==> src/rtl/jk_reg_bank_if.sv <==
// Bus bundle for jk_reg_bank: update controls and inputs in, bank state and change status out.
interface jk_reg_bank_if #(
  parameter int unsigned WIDTH = 4,
  parameter int unsigned CNT_W = 4
);
  logic             en;
  logic [1:0]       mode;
  logic [WIDTH-1:0] j;
  logic [WIDTH-1:0] k;
  logic [WIDTH-1:0] d;
  logic             sin;
  logic [WIDTH-1:0] q;
  logic [WIDTH-1:0] qn;
  logic             sout;
  logic             changed;
  logic [CNT_W-1:0] chg_cnt;

  modport master (
    output en, mode, j, k, d, sin,
    input  q, qn, sout, changed, chg_cnt
  );

  modport slave (
    input  en, mode, j, k, d, sin,
    output q, qn, sout, changed, chg_cnt
  );
endinterface

==> src/rtl/jk_reg_bank.sv <==
// Bank of JK flip-flops with parallel load, shift-left and count-up modes,
// plus a change pulse and a saturating change counter.
module jk_reg_bank #(
  parameter int unsigned      WIDTH   = 4,
  parameter logic [WIDTH-1:0] RST_VAL = '0,
  parameter int unsigned      CNT_W   = 4
) (
  input logic             clk,
  input logic             rst,
  jk_reg_bank_if.slave    bus
);

  typedef enum logic [1:0] {
    ModeJk    = 2'b00,
    ModeLoad  = 2'b01,
    ModeShift = 2'b10,
    ModeCount = 2'b11
  } mode_e;

  logic [WIDTH-1:0] q_q, q_d;
  logic             changed_q;
  logic [CNT_W-1:0] cnt_q;

  // Mode is only decoded under en, so don't-care inputs while idle never reach q.
  always_comb begin
    q_d = q_q;
    if (bus.en) begin
      case (mode_e'(bus.mode))
        ModeJk:    q_d = (bus.j & ~q_q) | (~bus.k & q_q);
        ModeLoad:  q_d = bus.d;
        ModeShift: q_d = {q_q[WIDTH-2:0], bus.sin};
        ModeCount: q_d = q_q + WIDTH'(1);
        default:   q_d = q_q;
      endcase
    end
  end

  always_ff @(posedge clk or posedge rst) begin
    if (rst) begin
      q_q       <= RST_VAL;
      changed_q <= 1'b0;
      cnt_q     <= '0;
    end else begin
      q_q       <= q_d;
      changed_q <= (q_d != q_q);
      if ((q_d != q_q) && (cnt_q != {CNT_W{1'b1}})) begin
        cnt_q <= cnt_q + CNT_W'(1);
      end
    end
  end

  assign bus.q       = q_q;
  assign bus.qn      = ~q_q;
  assign bus.sout    = q_q[WIDTH-1];
  assign bus.changed = changed_q;
  assign bus.chg_cnt = cnt_q;

endmodule
==> src/flat_wrapper.sv <==
// flat-port wrapper written by rule: the top's interface ports become plain ports
module jk_reg_bank_flat 
#(
  parameter int unsigned      WIDTH   = 4,
  parameter logic [WIDTH-1:0] RST_VAL = '0,
  parameter int unsigned      CNT_W   = 4
)
  (clk, rst, bus_en, bus_mode, bus_j, bus_k, bus_d, bus_sin, bus_q, bus_qn, bus_sout, bus_changed, bus_chg_cnt);
  jk_reg_bank_if #(.WIDTH(WIDTH), .CNT_W(CNT_W)) bus_i ();
  input logic clk;
  input logic rst;
  input wire logic [$bits(bus_i.en)-1:0] bus_en;
  input wire logic [$bits(bus_i.mode)-1:0] bus_mode;
  input wire logic [$bits(bus_i.j)-1:0] bus_j;
  input wire logic [$bits(bus_i.k)-1:0] bus_k;
  input wire logic [$bits(bus_i.d)-1:0] bus_d;
  input wire logic [$bits(bus_i.sin)-1:0] bus_sin;
  output wire logic [$bits(bus_i.q)-1:0] bus_q;
  output wire logic [$bits(bus_i.qn)-1:0] bus_qn;
  output wire logic [$bits(bus_i.sout)-1:0] bus_sout;
  output wire logic [$bits(bus_i.changed)-1:0] bus_changed;
  output wire logic [$bits(bus_i.chg_cnt)-1:0] bus_chg_cnt;
  assign bus_i.en = bus_en;
  assign bus_i.mode = bus_mode;
  assign bus_i.j = bus_j;
  assign bus_i.k = bus_k;
  assign bus_i.d = bus_d;
  assign bus_i.sin = bus_sin;
  assign bus_q = bus_i.q;
  assign bus_qn = bus_i.qn;
  assign bus_sout = bus_i.sout;
  assign bus_changed = bus_i.changed;
  assign bus_chg_cnt = bus_i.chg_cnt;
  jk_reg_bank #(.WIDTH(WIDTH), .RST_VAL(RST_VAL), .CNT_W(CNT_W)) u_core (.clk(clk), .rst(rst), .bus(bus_i));
endmodule
==> config.mk <==
export PLATFORM = sky130hd
export DESIGN_NAME = jk_reg_bank_flat
export DESIGN_NICKNAME = d
export VERILOG_FILES = /design/src/rtl/jk_reg_bank_if.sv /design/src/rtl/jk_reg_bank.sv /design/src/flat_wrapper.sv
export SDC_FILE = /design/constraint.sdc
export NUM_CORES = 1
export LEC_CHECK = 0
export ABC_AREA = 1
export BUFFER_PORTS_ARGS = -buffer_cell sky130_fd_sc_hd__buf_2
export CAP_MARGIN = 20
export CORE_UTILIZATION = 52
export CTS_BUF_LIST = sky130_fd_sc_hd__clkbuf_2 sky130_fd_sc_hd__clkbuf_4 sky130_fd_sc_hd__clkbuf_8
export DETAILED_ROUTE_END_ITERATION = 10
export GPL_TIMING_DRIVEN = 0
export PLACE_DENSITY_LB_ADDON = 0.3
export SYNTH_ARGS = -nofsm -noshare
export SYNTH_HDL_FRONTEND = slang
export SYNTH_SLANG_ARGS = --single-unit
==> constraint.sdc <==
create_clock -name clk -period 4.6 [get_ports clk]
set_clock_uncertainty 0.2 [all_clocks]
set_input_delay 0.46 -clock clk [delete_from_list [all_inputs] [get_ports clk]]
set_output_delay 0.46 -clock clk [all_outputs]
set_load 0.02 [all_outputs]
==> out/qor.txt <==
Outcome = completed
Syn-to-layout area delta = 28.5%
DRC violations left = 0
Chip height = 40.0 um
Ant diodes = 0
Post-DR wirelength/cell = 11.0 um
Buffers inserted by post-CTS timing repair = 0
Worst Tran Pin Value = 0.366 ns
CP Max Fanout = 6
Initial core utilization = 57.0%
Synth Warn # = 0
Row Count = 13
Largest net degree at the start of global routing = 11
Antenna violations before repair = 0
Root Driver = clkbuf_4
CTS tree = built
Fin. max-slew vios = 0
Worst EP arrival = 1.72 ns
Vias in the first global route = 659
Avg Inst Size Synth = 6.82 um^2
Ports = 32
Nets = 167
Register area share after synthesis = 30.0%
Max_cap viols = 0
Crit path required time = 4.54 ns
Clk sink count = 9
Final Hold Vio Count = 0
HPWL after DPL = 1.42 mm
GPL Wtd Cong = 0.884
H-tree depth = 1
RSZ-0062 raised after global routing = no
Post-route ant nets = 0
Count of cell types in the netlist = 24
Synth Flop Type = dfrtp_1
Crit. End Element = flip-flop
CP Launch Type = flip-flop
Port Buffer Count = 31
Peak VDD IR = 351 uV
WS Path Type = reg2reg
Via Count = 828
Fmax = 564 MHz
Clk_lat worst skew = 0.25 ns
First-pass GRT wire length = 2.79 mm
Placement Cell Area = 925 um^2
WL final = 1.77 mm
Met3 Use GR = 6.67%
Total track usage = 27.0%
Synth async-reset ratio = 100%
Initial DRC Count = 14
P_leak = 0.000546 uW
Post-route design area = 965 um^2
Slew margin rel. = 75.5%
Period minus WS final = 1.77 ns
Layout cells sized above 1 = 37.7%
Final setup viols = 0
Die width = 40.0 um
Post-synthesis cell count = 110
Vias per cell = 5.14
Met2 Track Usage GR = 44.4%
Period utilization = 38.5%
Post-Syn Area = 751 um^2
Met1 Use GR = 35.6%
Clk pin slew, worst setup/hold paths = 0.06 ns
Hold crit path type = reg2reg
Pre-antenna DRT Iters = 5
CTS Buffer Depth = 2
Most Crowded Layer GR = met2
Syn nets = 130
Setup TNS = 0 ns
Post-synth EDFFs = 0
CORE AREA = 1320 um^2
Cts bufs inserted = 3
Die area = 1600 um^2
FF+latch count, synth = 9
GRT overflow = 0
Power Dens Cells = 428 nW/um^2
cells by family (layout without fill, tap and decap cells):
family,after synthesis,count (layout),share of synthesized area [%]
AND/OR/NAND/NOR,69,69,46.2
buffers and inverters,17,53,9.67
AO/OA/AOI/OAI,12,12,9.67
flip-flops,9,9,30.0
adder cells (fa/ha/maj),2,2,3.33
XOR/XNOR,1,1,1.17
per-layer routing:
layer	vias up	share of wire [%]
met3	2	4.4
met4	0	0.73
met1	372	44
li1	432	-
met2	22	51
met5	-	0
report_power, final:
part           switching [uW]  internal [uW]  leakage (uW)
logic                     133           81.2      0.000423
clock network            25.1           39.2     0.0000184
registers                29.8            105      0.000105
placed cells by master, fill, tap and decap left out:
cell / instances
clkbuf_4: 4
nand2_4: 2
nor2_1: 8
a21boi_1: 1
nand2_2: 3
nand3_1: 14
a22oi_1: 1
o21ai_1: 3
dlygate4sd3_1: 1
a21oi_1: 3
dfrtp_1: 9
nor2_4: 2
xnor2_1: 1
nand2_1: 33
o21ai_0: 3
nand3_4: 1
nor2_2: 1
inv_2: 4
clkinv_2: 1
ha_1: 2
o211ai_2: 1
nand3_2: 1
buf_2: 34
inv_1: 8
nand4_1: 4
buf_4: 1
final cells by class:
cell class | instances | area, um^2
multi-input combinational | 84 | 453
timing repair buffer | 32 | 165
inverter | 13 | 50.0
sequential | 9 | 225
clock buffer | 4 | 30.0
tap | 15 | 18.8
fill | 114 | 353
buffer | 4 | 22.5
final timing paths:
kind	to	slack (ns)	from	cells after the start
worst max-delay path	u_core.bus.chg_cnt[3]	2.83	u_core.bus.q[0]	11
worst min-delay path	u_core.bus.chg_cnt[1]	0.33	u_core.bus.chg_cnt[1]	2
worst max register to register	u_core.bus.chg_cnt[3]	2.83	u_core.bus.q[0]	11
worst min register to register	u_core.bus.chg_cnt[1]	0.33	u_core.bus.chg_cnt[1]	2
max in group asynchronous	u_core.bus.chg_cnt[1]	3.45	rst	3
min in group asynchronous	u_core.bus.chg_cnt[0]	0.50	rst	3
registers in the layout, indices dropped and copies added, names as in the netlist:
| register | count |
|---|---|
| u_core.bus.q | 4 |
| u_core.bus.chg_cnt | 4 |
| u_core.bus.changed | 1 |
critical path, stage by stage (launching register included):
cell,delay (ns)
dfrtp_1,0.40
ha_1,0.29
nand2_1,0.06
nand3_1,0.10
nand2_1,0.10
nand3_1,0.07
nand2_1,0.11
nor2_4,0.05
nand3_4,0.11
nand2_4,0.07
nand2_1,0.06
nand2_1,0.05
synthesized netlist by cell type (2+ instances only):
| cell type | number | area (um^2) |
|---|---|---|
| nand2_1 | 33 | 124 |
| nand3_1 | 14 | 70.1 |
| dfrtp_1 | 9 | 225 |
| inv_1 | 8 | 30.0 |
| nor2_1 | 8 | 30.0 |
| inv_2 | 4 | 15.0 |
| nand4_1 | 4 | 25.0 |
| a21oi_1 | 3 | 15.0 |
| buf_2 | 3 | 15.0 |
| nand2_2 | 3 | 18.8 |
| o21ai_0 | 3 | 15.0 |
| o21ai_1 | 3 | 15.0 |
| ha_1 | 2 | 25.0 |
| nand2_4 | 2 | 22.5 |
| nor2_4 | 2 | 22.5 |
timing repair:
| action | CTS | global route |
|---|---|---|
| resized for setup | 0 | 0 |
| hold buffers | 1 | 0 |
| hold endpoints to repair | 9 | 0 |
metrics by stage:
stage / total power [uW] / utilization [%] / setup slack (ns) / cells / hold WS [ns]
5_1_grt: 454 / 73.2 / 2.65 / 161 / 0.359
4_1_cts: 416 / 73.2 / 2.81 / 161 / 0.332
2_1_floorplan: 285 / - / 2.76 / 110 / 0.0879
3_5_place_dp: 349 / 70.2 / 2.58 / 156 / 0.230
3_3_place_gp: 339 / 70.2 / 2.67 / 156 / 0.220
6_report: 413 / 73.2 / 2.83 / 161 / 0.327
No activity file was read; power rests on OpenSTA's default activity.
